**config.mk**
```make
export PLATFORM = sky130hd
export DESIGN_NAME = rob_commit
export DESIGN_NICKNAME = d
export VERILOG_FILES = /design/src/rtl/rob_commit_pkg.sv /design/src/rtl/rename_table.sv /design/src/rtl/rob_commit.sv
export SDC_FILE = /design/constraint.sdc
export NUM_CORES = 1
export LEC_CHECK = 0
export ABC_CLOCK_PERIOD_IN_PS = 7300
export CORE_ASPECT_RATIO = 1.25
export CORE_MARGIN = 4
export CORE_UTILIZATION = 65
export DETAILED_ROUTE_END_ITERATION = 12
export PLACE_DENSITY_LB_ADDON = 0.25
export SLEW_MARGIN = 10
export SYNTH_ARGS = -nofsm -noshare
export SYNTH_HDL_FRONTEND = slang
export SYNTH_SLANG_ARGS = --single-unit
```
**constraint.sdc**
```tcl
create_clock -name clk_in -period 7.3 [get_ports clk_in]
set_clock_uncertainty 0.1 [all_clocks]
set_input_delay 1.825 -clock clk_in [delete_from_list [all_inputs] [get_ports clk_in]]
set_output_delay 1.825 -clock clk_in [all_outputs]
set_load 0.05 [all_outputs]
```
**src/rtl/rob_commit_pkg.sv**
```systemverilog
// Shared constants and entry layout for the reorder buffer and its rename table.
package rob_commit_pkg;

    localparam int unsigned ROB_WIDTH_BIT_DEF = 3;
    localparam int unsigned ROB_ENTRIES_DEF   = 2 ** ROB_WIDTH_BIT_DEF;
    localparam int unsigned REG_ID_W          = 5;
    localparam int unsigned NUM_ARCH_REGS     = 2 ** REG_ID_W;
    localparam int unsigned DATA_W            = 32;

    typedef struct packed {
        logic                busy;
        logic                ready;
        logic [REG_ID_W-1:0] rd;
        logic [DATA_W-1:0]   val;
    } rob_entry_t;

endpackage

```
**src/rtl/rename_table.sv**
```systemverilog
// Architectural-register rename table: which registers wait on an in-flight ROB entry.
module rename_table
    import rob_commit_pkg::*;
#(
    parameter int unsigned ROB_WIDTH_BIT = ROB_WIDTH_BIT_DEF
) (
    input  logic                     clk_in,
    input  logic                     rst_n_in,
    input  logic                     flush,
    input  logic                     alloc_en,
    input  logic [REG_ID_W-1:0]      alloc_rd,
    input  logic [ROB_WIDTH_BIT-1:0] alloc_tag,
    input  logic                     commit_en,
    input  logic [REG_ID_W-1:0]      commit_rd,
    input  logic [ROB_WIDTH_BIT-1:0] commit_tag,
    input  logic [REG_ID_W-1:0]      get_id1,
    input  logic [REG_ID_W-1:0]      get_id2,
    output logic                     has_dep1,
    output logic                     has_dep2,
    output logic [ROB_WIDTH_BIT-1:0] dep1,
    output logic [ROB_WIDTH_BIT-1:0] dep2
);

    typedef logic [ROB_WIDTH_BIT-1:0] tag_t;

    logic [NUM_ARCH_REGS-1:0] has_dep_q, has_dep_d;
    tag_t                     dep_q [NUM_ARCH_REGS];
    tag_t                     dep_d [NUM_ARCH_REGS];

    always_comb begin
        has_dep_d = has_dep_q;
        dep_d     = dep_q;
        if (flush) begin
            has_dep_d = '0;
        end else begin
            // Only the youngest writer of rd releases the dependency.
            if (commit_en && has_dep_q[commit_rd] && (dep_q[commit_rd] == commit_tag)) begin
                has_dep_d[commit_rd] = 1'b0;
            end
            if (alloc_en && (alloc_rd != '0)) begin
                has_dep_d[alloc_rd] = 1'b1;
                dep_d[alloc_rd]     = alloc_tag;
            end
        end
    end

    always_ff @(posedge clk_in or negedge rst_n_in) begin
        if (!rst_n_in) begin
            has_dep_q <= '0;
            for (int i = 0; i < NUM_ARCH_REGS; i++) begin
                dep_q[i] <= '0;
            end
        end else begin
            has_dep_q <= has_dep_d;
            dep_q     <= dep_d;
        end
    end

    assign has_dep1 = has_dep_q[get_id1];
    assign has_dep2 = has_dep_q[get_id2];
    assign dep1     = dep_q[get_id1];
    assign dep2     = dep_q[get_id2];

endmodule

```
**src/rtl/rob_commit.sv**
```systemverilog
// In-order reorder buffer with single-entry commit into the register file.
// Optional ROB_BYPASS_EN adds operand forwarding from in-flight entries.
module rob_commit
    import rob_commit_pkg::*;
#(
    parameter int unsigned ROB_WIDTH_BIT = ROB_WIDTH_BIT_DEF
) (
    input  logic                     clk_in,
    input  logic                     rst_n_in,
    input  logic                     rdy_in,
    input  logic                     flush_in,
    input  logic                     alloc_valid,
    input  logic [REG_ID_W-1:0]      alloc_rd,
    output logic                     alloc_ready,
    output logic [ROB_WIDTH_BIT-1:0] alloc_id,
    input  logic                     wb_valid,
    input  logic [ROB_WIDTH_BIT-1:0] wb_id,
    input  logic [DATA_W-1:0]        wb_val,
    output logic [REG_ID_W-1:0]      set_reg_id,
    output logic [DATA_W-1:0]        set_val,
    input  logic [REG_ID_W-1:0]      get_id1,
    input  logic [REG_ID_W-1:0]      get_id2,
    output logic                     get_has_dep1,
    output logic                     get_has_dep2,
    output logic [ROB_WIDTH_BIT-1:0] get_dep1,
    output logic [ROB_WIDTH_BIT-1:0] get_dep2
`ifdef ROB_BYPASS_EN
    ,
    output logic                     get_rdy1,
    output logic                     get_rdy2,
    output logic [DATA_W-1:0]        get_fwd1,
    output logic [DATA_W-1:0]        get_fwd2
`endif
);

    localparam int unsigned             Depth = 2 ** ROB_WIDTH_BIT;
    localparam logic [ROB_WIDTH_BIT:0]  Full  = (ROB_WIDTH_BIT + 1)'(Depth);

    typedef logic [ROB_WIDTH_BIT-1:0] idx_t;

    rob_entry_t             rob_q [Depth];
    rob_entry_t             rob_d [Depth];
    idx_t                   head_q, head_d, tail_q, tail_d;
    logic [ROB_WIDTH_BIT:0] count_q, count_d;
    logic [REG_ID_W-1:0]    set_reg_id_q, set_reg_id_d;
    logic [DATA_W-1:0]      set_val_q, set_val_d;
    rob_entry_t             head_entry;
    logic                   active, flush_act, alloc_fire, commit_fire;

    assign active      = rdy_in && !flush_in;
    assign flush_act   = rdy_in && flush_in;
    assign alloc_ready = count_q < Full;
    assign alloc_id    = tail_q;
    assign head_entry  = rob_q[head_q];
    assign alloc_fire  = active && alloc_valid && alloc_ready;
    assign commit_fire = active && head_entry.busy && head_entry.ready;

    always_comb begin
        rob_d        = rob_q;
        head_d       = head_q;
        tail_d       = tail_q;
        count_d      = count_q;
        set_reg_id_d = '0;
        set_val_d    = set_val_q;
        if (flush_act) begin
            for (int i = 0; i < Depth; i++) begin
                rob_d[i].busy = 1'b0;
            end
            head_d  = '0;
            tail_d  = '0;
            count_d = '0;
        end else if (active) begin
            if (wb_valid && rob_q[wb_id].busy) begin
                rob_d[wb_id].ready = 1'b1;
                rob_d[wb_id].val   = wb_val;
            end
            if (commit_fire) begin
                rob_d[head_q].busy = 1'b0;
                head_d             = head_q + 1'b1;
                set_reg_id_d       = head_entry.rd;
                set_val_d          = head_entry.val;
            end
            // Tail is never the committing head here: alloc is refused when full.
            if (alloc_fire) begin
                rob_d[tail_q].busy  = 1'b1;
                rob_d[tail_q].ready = 1'b0;
                rob_d[tail_q].rd    = alloc_rd;
                tail_d              = tail_q + 1'b1;
            end
            unique case ({alloc_fire, commit_fire})
                2'b10:   count_d = count_q + 1'b1;
                2'b01:   count_d = count_q - 1'b1;
                default: count_d = count_q;
            endcase
        end
    end

    always_ff @(posedge clk_in or negedge rst_n_in) begin
        if (!rst_n_in) begin
            for (int i = 0; i < Depth; i++) begin
                rob_q[i] <= '0;
            end
            head_q       <= '0;
            tail_q       <= '0;
            count_q      <= '0;
            set_reg_id_q <= '0;
            set_val_q    <= '0;
        end else begin
            rob_q        <= rob_d;
            head_q       <= head_d;
            tail_q       <= tail_d;
            count_q      <= count_d;
            set_reg_id_q <= set_reg_id_d;
            set_val_q    <= set_val_d;
        end
    end

    assign set_reg_id = set_reg_id_q;
    assign set_val    = set_val_q;

    rename_table #(
        .ROB_WIDTH_BIT (ROB_WIDTH_BIT)
    ) u_rename_table (
        .clk_in     (clk_in),
        .rst_n_in   (rst_n_in),
        .flush      (flush_act),
        .alloc_en   (alloc_fire),
        .alloc_rd   (alloc_rd),
        .alloc_tag  (tail_q),
        .commit_en  (commit_fire),
        .commit_rd  (head_entry.rd),
        .commit_tag (head_q),
        .get_id1    (get_id1),
        .get_id2    (get_id2),
        .has_dep1   (get_has_dep1),
        .has_dep2   (get_has_dep2),
        .dep1       (get_dep1),
        .dep2       (get_dep2)
    );

`ifdef ROB_BYPASS_EN
    assign get_rdy1 = rob_q[get_dep1].ready;
    assign get_rdy2 = rob_q[get_dep2].ready;
    assign get_fwd1 = rob_q[get_dep1].val;
    assign get_fwd2 = rob_q[get_dep2].val;
`endif

endmodule
```
==> results.py, run 1 <==
metrics = {
    "yosys": {
        "synth.top_cells.by_area": "dfrtp_1, mux2_2, mux4_2",
        "async_flop_share_pct": 100,
        "avgSynthCellArea_um2": 14.0,
        "ys_types": 65,
        "synth-seq-area-share_pct": 50.1,
        "yosysTopAreaCell": "dfrtp_1",
        "yosys_register_bits": 487,
        "synth_top_area_share_pct": 50.1,
        "synth_edf_count": 0,
        "yosys.cell_count.top_type": "dfrtp_1",
        "synth_common_cells": "dfrtp_1, mux2_2, mux4_2, nand2_1, clkbuf_1",
        "synth_nets": 1794,
        "synth_cells": 1733,
        "synth-main-ff-cell": "dfrtp_1",
        "ys.warnings.count": 0,
        "synth_area_um2": 24300,
    },
    "pwr": {
        "p_leak_nw": 12.3,
        "power.density_nw_per_um2": 248,
        "ir_drop_uv": 301,
        "fin_total_pwr_mw": 6.76,
    },
    "timing": {
        "hold_viol": 0,
        "setup_viol": 0,
        "fmax_ghz": 0.159,
        "hold-worst-slack_ns": 0.336,
        "period_needed_ns": 6.28,
        "worst_pin_slew_ns": 1.09,
        "rsz0062_at_grt": "false",
        "tns_ns": 0,
        "maxSlewHeadroom_pct": 27.2,
        "timing.final.ws_setup_ns": 1.02,
        "fin_crit_sh_pct": 86.0,
        "final-max-slew-violation-count": 0,
    },
    "grt": {
        "gr-usage-all-layers_pct": 31.3,
        "grt_pass1_wl_um": 98800,
        "antenna_found_initial": 3,
        "grt_pass1_vias": 16700,
        "grt_overflow_total": 0,
        "grt_max_degree": 174,
    },
    "place": {
        "dpl_cell_area_um2": 25700,
        "dp_slack_ns": 1.05,
        "place_congestion": 0.983,
        "place_hpwl_um": 40700,
        "port-buffer-count": 104,
        "dp_cells": 2215,
    },
    "drt": {
        "routedWlPerCell_um": 27.5,
        "routed_wl_um": 63300,
        "vias_per_cell": 6.90,
        "drt.antenna.violating_nets": 0,
        "dr_total_vias": 15900,
        "drc": 0,
        "dr.first_iter.drc_count": 1457,
        "firstDrtPassIters": 5,
    },
    "cells_and_area": {
        "layout.nets": 1840,
        "final_area_um2": 27200,
        "area_growth_syn_to_layout_pct": 11.9,
        "instances_no_fill": 2300,
        "drive_gt1_share_pct": 39.4,
        "fillers": 2386,
        "fin_util_pct": 73.5,
    },
    "setup_path": {
        "setup.worst_path.end_class": "output port",
        "critPathLaunch": "get_id2[1]",
        "reg2regPathDepth": 10,
        "arrival_ns": 4.35,
        "critPathMostFrequentCell": "mux4_2",
        "r2r-start": "head_q[2]$_DFFE_PN0P_",
        "crit_path_max_fanout": 14,
        "ff2ff_setup_slack_ns": 1.76,
        "critPathCapture": "get_has_dep2",
        "slowest_delay_ns": 0.98,
        "start_kind": "primary input",
        "regToRegEndpoint": "u_rename_table.has_dep_q[3]$_DFF_PN0_",
        "crit_slowest_cell": "clkdlybuf4s50_1",
        "crit_required_ns": 5.38,
        "setup.worst_path.class": "primary input to output port",
        "crit_chain": "clkdlybuf4s50_1 -> mux4_2 -> mux4_2 -> mux2_2 -> buf_4",
    },
    "status": {
        "outcome": "finished, final reports clean",
    },
    "die": {
        "core_area_um2": 37100,
        "num_io_pins": 105,
        "fp-row-count": 79,
        "initial_core_util_pct": 65.7,
        "dieArea_um2": 40600,
        "die_w_um": 181,
        "dieHeight_um": 224,
    },
    "clock_network": {
        "htreeDepth": 2,
        "clockRootBuffer": "clkbuf_16",
        "insertion_delay_ns": 0.57,
        "cts_inserted_buffers": 48,
        "clk_path_buf_depth": 3,
        "clk_pin_slew_worst_paths_ns": 0.06,
        "cts.sinks": 487,
        "cts-resized-gates": 0,
        "cts_setup_buffers": 0,
        "cts_tree": "yes",
        "cts_hold_buf": 0,
    },
    "min_path": {
        "hp-class": "flip-flop to flip-flop",
    },
    "run": {
        "maxCapViolCount": 0,
    },
}
where the power goes:
group	internal [mW]	total, mW	switching, mW
clock network	1.42	2.46	1.04
logic	0.510	1.31	0.800
registers	2.86	2.99	0.132
critical path: cells and delay by family:
kind,cells,cell delay [ns]
buffers and inverters,2,1.17
multiplexers,3,1.34
logic make-up (layout without fill, tap and decap cells):
logic type	Yosys count	in the layout	synth area share (%)
flip-flops	487	487	50.1
XOR/XNOR	5	5	0.211
buffers and inverters	162	241	2.85
AO/OA/AOI/OAI	165	165	4.73
multiplexers	635	635	36.5
AND/OR/NAND/NOR	274	274	5.31
other	0	2	0
adder cells (fa/ha/maj)	5	5	0.288
cell usage in the layout, fill, tap and decap left out, types with 4 or more instances in the layout:
cell             instances
buf_4                   33
a21oi_1                 25
clkbuf_1                 9
nor3b_1                  4
clkbuf_16               48
clkinv_2                 9
a31oi_1                 68
a22oi_1                 28
a22o_1                   4
clkbuf_8                10
nor3_1                  15
mux2_2                 405
nand4b_1                 4
inv_1                   23
clkdlybuf4s50_1         93
o311ai_0                 5
nor2_1                  75
nand2_1                115
nor2b_1                  4
a31o_2                   4
nand3_1                 17
mux4_2                 158
and2_1                   4
dfrtp_1                483
nor3_2                   4
buf_12                   4
mux2i_1                 68
ha_1                     4
o21ai_0                  5
nand4_1                  9
sequential cells by signal, summed over array words and instances (netlist names):
signal	count
alloc_id	3
count_q	4
head_q	3
rob_q	312
set_reg_id	5
set_val	32
u_rename_table.dep_q	96
u_rename_table.has_dep_q	32
layer usage:
layer,routed length (um),part of all wire (%),vias to the layer above,global-route usage [%]
li1,-,-,6626,-
met1,23700,37,8303,39.4
met2,31700,50,701,52.5
met3,3940,6.2,231,5.29
met4,3890,6.2,2,17.4
met5,13,0.021,-,0
final cells by class:
cell class                      count  area, um^2  area share [%]
Sequential cell                   487       12200            44.8
Multi-Input combinational cell   1084       11500            42.2
Clock buffer                       67        1370            5.04
Timing Repair Buffer              133        1280            4.71
Tap cell                          486         608            2.23
Clock inverter                     16         180           0.661
Inverter                           25        93.8           0.344
Antenna cell                        2        5.00          0.0184
worst min path at each step:
| stage | startpoint | endpoint | slack [ns] | cells after the start |
|---|---|---|---|---|
| 2_1_floorplan | rob_q[37]$_DFFE_PN0P_ | rob_q[37]$_DFFE_PN0P_ | 0.36 | 1 |
| 3_3_place_gp | u_rename_table.dep_q[94]$_DFFE_PN0P_ | u_rename_table.dep_q[94]$_DFFE_PN0P_ | 0.32 | 0 |
| 3_5_place_dp | u_rename_table.dep_q[94]$_DFFE_PN0P_ | u_rename_table.dep_q[94]$_DFFE_PN0P_ | 0.31 | 0 |
| 4_1_cts | u_rename_table.dep_q[94]$_DFFE_PN0P_ | u_rename_table.dep_q[94]$_DFFE_PN0P_ | 0.33 | 0 |
| 5_1_grt | u_rename_table.dep_q[94]$_DFFE_PN0P_ | u_rename_table.dep_q[94]$_DFFE_PN0P_ | 0.34 | 0 |
| 6_report | u_rename_table.dep_q[94]$_DFFE_PN0P_ | u_rename_table.dep_q[94]$_DFFE_PN0P_ | 0.34 | 0 |
Power figures use the tool's default switching activity.
==> inputs of run 2 (changes only) <==
--- a/config.mk
+++ b/config.mk
@@ -6,7 +6,6 @@
 export NUM_CORES = 1
 export LEC_CHECK = 0
 export ABC_CLOCK_PERIOD_IN_PS = 7300
-export CORE_ASPECT_RATIO = 1.25
 export CORE_MARGIN = 4
 export CORE_UTILIZATION = 65
 export DETAILED_ROUTE_END_ITERATION = 12
==> results.py, run 2 (synthesis results as in run 1) <==
metrics = {
    "setup_path": {
        "crit_required_ns": 5.38,
        "arrival_ns": 4.49,
        "setup.worst_path.class": "primary input to output port",
        "setup.worst_path.end_class": "output port",
        "ff2ff_setup_slack_ns": 1.94,
        "crit_path_max_fanout": 10,
        "r2r-start": "head_q[0]$_DFFE_PN0P_",
        "reg2regPathDepth": 10,
        "regToRegEndpoint": "u_rename_table.has_dep_q[23]$_DFF_PN0_",
        "start_kind": "primary input",
    },
    "grt": {
        "gr-usage-all-layers_pct": 30.9,
        "grt_pass1_wl_um": 97900,
        "grt_util_met3_pct": 6.20,
        "grtUsageMet2_pct": 49.6,
        "antenna_found_initial": 3,
        "grt_max_degree": 142,
        "use_met1_pct": 42.3,
        "grt_pass1_vias": 16700,
        "grt_overflow_total": 0,
        "grt-busiest-layer": "met2",
    },
    "drt": {
        "dr_total_vias": 15800,
        "firstDrtPassIters": 5,
        "vias_per_cell": 6.89,
        "dr.first_iter.drc_count": 1421,
        "drc": 0,
        "drt.antenna.violating_nets": 0,
        "routed_wl_um": 62300,
        "routedWlPerCell_um": 27.1,
    },
    "clock_network": {
        "cts-resized-gates": 0,
        "insertion_delay_ns": 0.61,
        "clk_path_buf_depth": 3,
        "cts_tree": "yes",
        "clk_pin_slew_worst_paths_ns": 0.07,
        "clockRootBuffer": "clkbuf_16",
        "cts.sinks": 487,
        "htreeDepth": 2,
        "cts_hold_buf": 0,
        "cts_inserted_buffers": 49,
        "cts_setup_buffers": 0,
    },
    "place": {
        "place_hpwl_um": 39700,
        "port-buffer-count": 104,
        "place_congestion": 1.02,
    },
    "timing": {
        "maxSlewHeadroom_pct": 27.7,
        "fin_crit_sh_pct": 87.9,
        "final-max-slew-violation-count": 0,
        "hold-worst-slack_ns": 0.331,
        "worst_pin_slew_ns": 1.08,
        "setup_viol": 0,
        "hold_viol": 0,
        "period_needed_ns": 6.42,
        "tns_ns": 0,
        "rsz0062_at_grt": "false",
        "fmax_ghz": 0.156,
    },
    "cells_and_area": {
        "drive_gt1_share_pct": 39.4,
        "top_register": "rob_q",
        "area_growth_syn_to_layout_pct": 12.4,
        "layout_commonest_cell": "dfrtp_1",
        "largest_reg_flops": 312,
        "layout.nets": 1848,
        "largest_registers": "rob_q (312), u_rename_table.dep_q (96)",
        "layout_common_cells": "dfrtp_1, mux2_2, mux4_2, nand2_1, clkdlybuf4s50_1",
    },
    "min_path": {
        "min_to": "u_rename_table.dep_q[93]$_DFFE_PN0P_",
        "holdPathStages": 0,
        "hp-class": "flip-flop to flip-flop",
        "min_from": "u_rename_table.dep_q[93]$_DFFE_PN0P_",
    },
    "status": {
        "outcome": "finished, final reports clean",
    },
    "die": {
        "dieHeight_um": 202,
        "fp-row-count": 70,
        "die_w_um": 202,
        "core_area_um2": 36800,
        "initial_core_util_pct": 66.2,
        "num_io_pins": 105,
        "dieArea_um2": 40600,
    },
    "pwr": {
        "p_leak_nw": 12.4,
        "ir_drop_uv": 195,
        "power.density_nw_per_um2": 252,
    },
    "run": {
        "maxCapViolCount": 0,
    },
}
run 2: cell types whose count changed in the layout (fill, tap and decap cells not counted), moves of 2 or more:
cell,change
buf_12,-2
clkinvlp_4,+3
clkdlybuf4s50_1,+2
clkinv_2,-3
clkbuf_1,+5
buf_4,+7
run 2: worst max-delay path, stage by stage:
cell and delay [ns]:
clkdlybuf4s50_1 0.80, mux4_2 0.39, mux4_2 0.48, mux2_2 0.28, clkdlybuf4s50_1 0.70
run 2: metrics by stage:
step	setup slack, ns	total power [mW]	util [%]	std cells	instance area, um^2
3_3_place_gp	0.975	4.27	69.8	2204	25700
5_1_grt	0.818	7.12	74.4	2295	27400
3_5_place_dp	0.921	4.31	69.8	2204	25700
6_report	0.880	6.89	74.4	2295	27400
4_1_cts	0.896	6.90	74.3	2294	27300
2_1_floorplan	1.39	3.93	-	1733	24300
run 2: worst max-delay path by stage:
| stage | from | end | slack, ns | cells past startpoint |
|---|---|---|---|---|
| 2_1_floorplan | get_id1[0] | get_dep1[0] | 1.39 | 5 |
| 3_3_place_gp | get_id2[1] | get_dep2[2] | 0.98 | 5 |
| 3_5_place_dp | get_id1[1] | get_dep1[2] | 0.92 | 5 |
| 4_1_cts | get_id1[1] | get_dep1[2] | 0.90 | 5 |
| 5_1_grt | get_id1[1] | get_dep1[2] | 0.82 | 5 |
| 6_report | get_id1[1] | get_dep1[2] | 0.88 | 5 |
run 2: area by class of cell:
class	count	area (um^2)
flip-flops and latches	487	12200
multi-input cells	1084	11500
fillers	2277	9440
clock buffers	74	1430
repair buffers	140	1320
well taps	468	586
clock inverters	16	231
inverters	25	93.8
diodes	1	2.50
run 2: metal layers:
metal	share of wire [%]	vias up
met5	0.064	-
met4	4.1	4
met3	8.4	174
met2	49	764
met1	38	8229
li1	-	6639
run 2: power breakdown:
group	leakage (nW)	switching, mW	internal [mW]
Clock	0.806	1.09	1.50
Combinational	4.90	0.804	0.512
Sequential	6.69	0.119	2.86
Total	12.4	2.01	4.87
==> inputs of run 3 (changes only) <==
--- a/config.mk
+++ b/config.mk
@@ -6,9 +6,11 @@
 export NUM_CORES = 1
 export LEC_CHECK = 0
 export ABC_CLOCK_PERIOD_IN_PS = 7300
+export CAP_MARGIN = 25
 export CORE_MARGIN = 4
 export CORE_UTILIZATION = 65
 export DETAILED_ROUTE_END_ITERATION = 12
+export MAX_ROUTING_LAYER = met4
 export PLACE_DENSITY_LB_ADDON = 0.25
 export SLEW_MARGIN = 10
 export SYNTH_ARGS = -nofsm -noshare
==> results.py, run 3 (synthesis results as in run 1) <==
metrics = {
    "setup_path": {
        "crit_required_ns": 5.38,
        "regToRegEndpoint": "u_rename_table.has_dep_q[27]$_DFF_PN0_",
        "setup.worst_path.end_class": "output port",
        "ff2ff_setup_slack_ns": 1.92,
        "critPathTopFamily": "buffers and inverters",
        "slowest_delay_ns": 0.83,
        "crit_path_max_fanout": 11,
        "r2r-start": "head_q[0]$_DFFE_PN0P_",
        "crit_chain": "clkdlybuf4s50_1 -> mux4_2 -> mux4_2 -> mux2_2 -> clkdlybuf4s50_1",
        "reg2regPathDepth": 10,
        "start_kind": "primary input",
        "arrival_ns": 4.53,
        "crit_slowest_cell": "clkdlybuf4s50_1",
        "setup.worst_path.class": "primary input to output port",
        "cp_num_buf_inv": 2,
    },
    "clock_network": {
        "cts_inserted_buffers": 50,
        "cts_hold_buf": 0,
        "cts-resized-gates": 0,
        "cts.sinks": 487,
        "clk_pin_slew_worst_paths_ns": 0.06,
        "clk_path_buf_depth": 3,
        "htreeDepth": 2,
        "clockRootBuffer": "clkbuf_16",
        "cts_tree": "yes",
        "cts_setup_buffers": 0,
        "insertion_delay_ns": 0.60,
    },
    "cells_and_area": {
        "drive_gt1_share_pct": 39.9,
        "largest_reg_flops": 312,
        "layout_common_cells": "dfrtp_1, mux2_2, mux4_2, nand2_1, clkdlybuf4s50_1",
        "top_register": "rob_q",
        "layout.nets": 1851,
        "area_growth_syn_to_layout_pct": 12.9,
        "layout_commonest_cell": "dfrtp_1",
        "final_area_um2": 27500,
        "largest_registers": "rob_q (312), u_rename_table.dep_q (96)",
    },
    "pwr": {
        "ir_drop_uv": 225,
        "p_leak_nw": 12.5,
        "power.density_nw_per_um2": 253,
    },
    "place": {
        "place_congestion": 1.04,
        "dpl_cell_area_um2": 25700,
        "place_hpwl_um": 39700,
        "port-buffer-count": 104,
    },
    "status": {
        "outcome": "finished, final reports clean",
    },
    "grt": {
        "grt_pass1_vias": 16500,
        "grt_pass1_wl_um": 97400,
        "grt_overflow_total": 0,
        "antenna_found_initial": 2,
        "gr-usage-all-layers_pct": 31.8,
        "grt_max_degree": 158,
    },
    "die": {
        "core_area_um2": 36800,
        "num_io_pins": 105,
        "dieArea_um2": 40600,
        "initial_core_util_pct": 66.2,
        "die_w_um": 202,
        "fp-row-count": 70,
        "dieHeight_um": 202,
    },
    "drt": {
        "drc": 0,
        "vias_per_cell": 6.86,
        "firstDrtPassIters": 6,
        "routedWlPerCell_um": 27.0,
        "dr_total_vias": 15800,
        "dr.first_iter.drc_count": 1529,
        "routed_wl_um": 62100,
        "drt.antenna.violating_nets": 0,
    },
    "min_path": {
        "hp-class": "flip-flop to flip-flop",
        "min_from": "u_rename_table.dep_q[95]$_DFFE_PN0P_",
        "holdPathStages": 0,
        "min_to": "u_rename_table.dep_q[95]$_DFFE_PN0P_",
    },
    "timing": {
        "tns_ns": 0,
        "final-max-slew-violation-count": 0,
        "maxSlewHeadroom_pct": 28.4,
        "rsz0062_at_grt": "false",
        "worst_pin_slew_ns": 1.07,
        "setup_viol": 0,
        "hold_viol": 0,
        "period_needed_ns": 6.45,
        "fin_crit_sh_pct": 88.4,
        "fmax_ghz": 0.155,
    },
    "run": {
        "maxCapViolCount": 0,
    },
}
## run 3: changes by cell type in the layout (fill, tap and decap cells not counted), sizes merged
| cell | previous run | this run |
|---|---|---|
| clkinv | 8 | 17 |
| inv | 26 | 24 |
| buf | 45 | 47 |
| bufinv | 4 | 6 |
| clkbuf | 74 | 65 |
| diode | 1 | 2 |
## run 3: final cells by class
type                    count  area (um^2)
multi-input cells        1084        11500
diodes                      2         5.00
flip-flops and latches    487        12200
clock inverters            25          340
well taps                 468          586
inverters                  25         93.8
fillers                  2275         9300
clock buffers              65         1400
repair buffers            142         1370
## run 3: worst max-delay path by stage
stage	start	endpoint	slack, ns	cells past startpoint
5_1_grt	get_id1[1]	get_dep1[2]	0.79	5
3_5_place_dp	get_id1[1]	get_dep1[2]	0.85	5
4_1_cts	get_id1[1]	get_dep1[2]	0.85	5
2_1_floorplan	get_id1[0]	get_dep1[0]	1.39	5
6_report	get_id1[1]	get_dep1[2]	0.85	5
3_3_place_gp	get_id1[1]	get_dep1[2]	0.92	5
## run 3: routing by layer
layer | GRT usage [%] | routed length [um] | vias up
met5 | - | 0 | -
met4 | 12.9 | 2730 | 0
met3 | 6.32 | 5000 | 169
met2 | 49.5 | 30000 | 721
met1 | 41.8 | 24400 | 8220
li1 | - | - | 6650
## run 3: metrics by stage
step	cells	util [%]	setup WS, ns	total power [mW]	hold WS (ns)
2_1_floorplan	1733	-	1.39	3.93	0.359
3_3_place_gp	2204	69.8	0.916	4.28	0.308
6_report	2298	74.7	0.845	6.97	0.326
3_5_place_dp	2204	69.8	0.849	4.31	0.308
5_1_grt	2298	74.7	0.789	7.21	0.340
4_1_cts	2294	74.6	0.854	6.98	0.322
## run 3: report_power, final
part           leakage [nW]  internal (mW)  switching, mW
Clock                 0.851           1.57           1.10
Sequential             6.69           2.86          0.128
Combinational          4.93          0.514          0.792
Total                  12.5           4.94           2.02
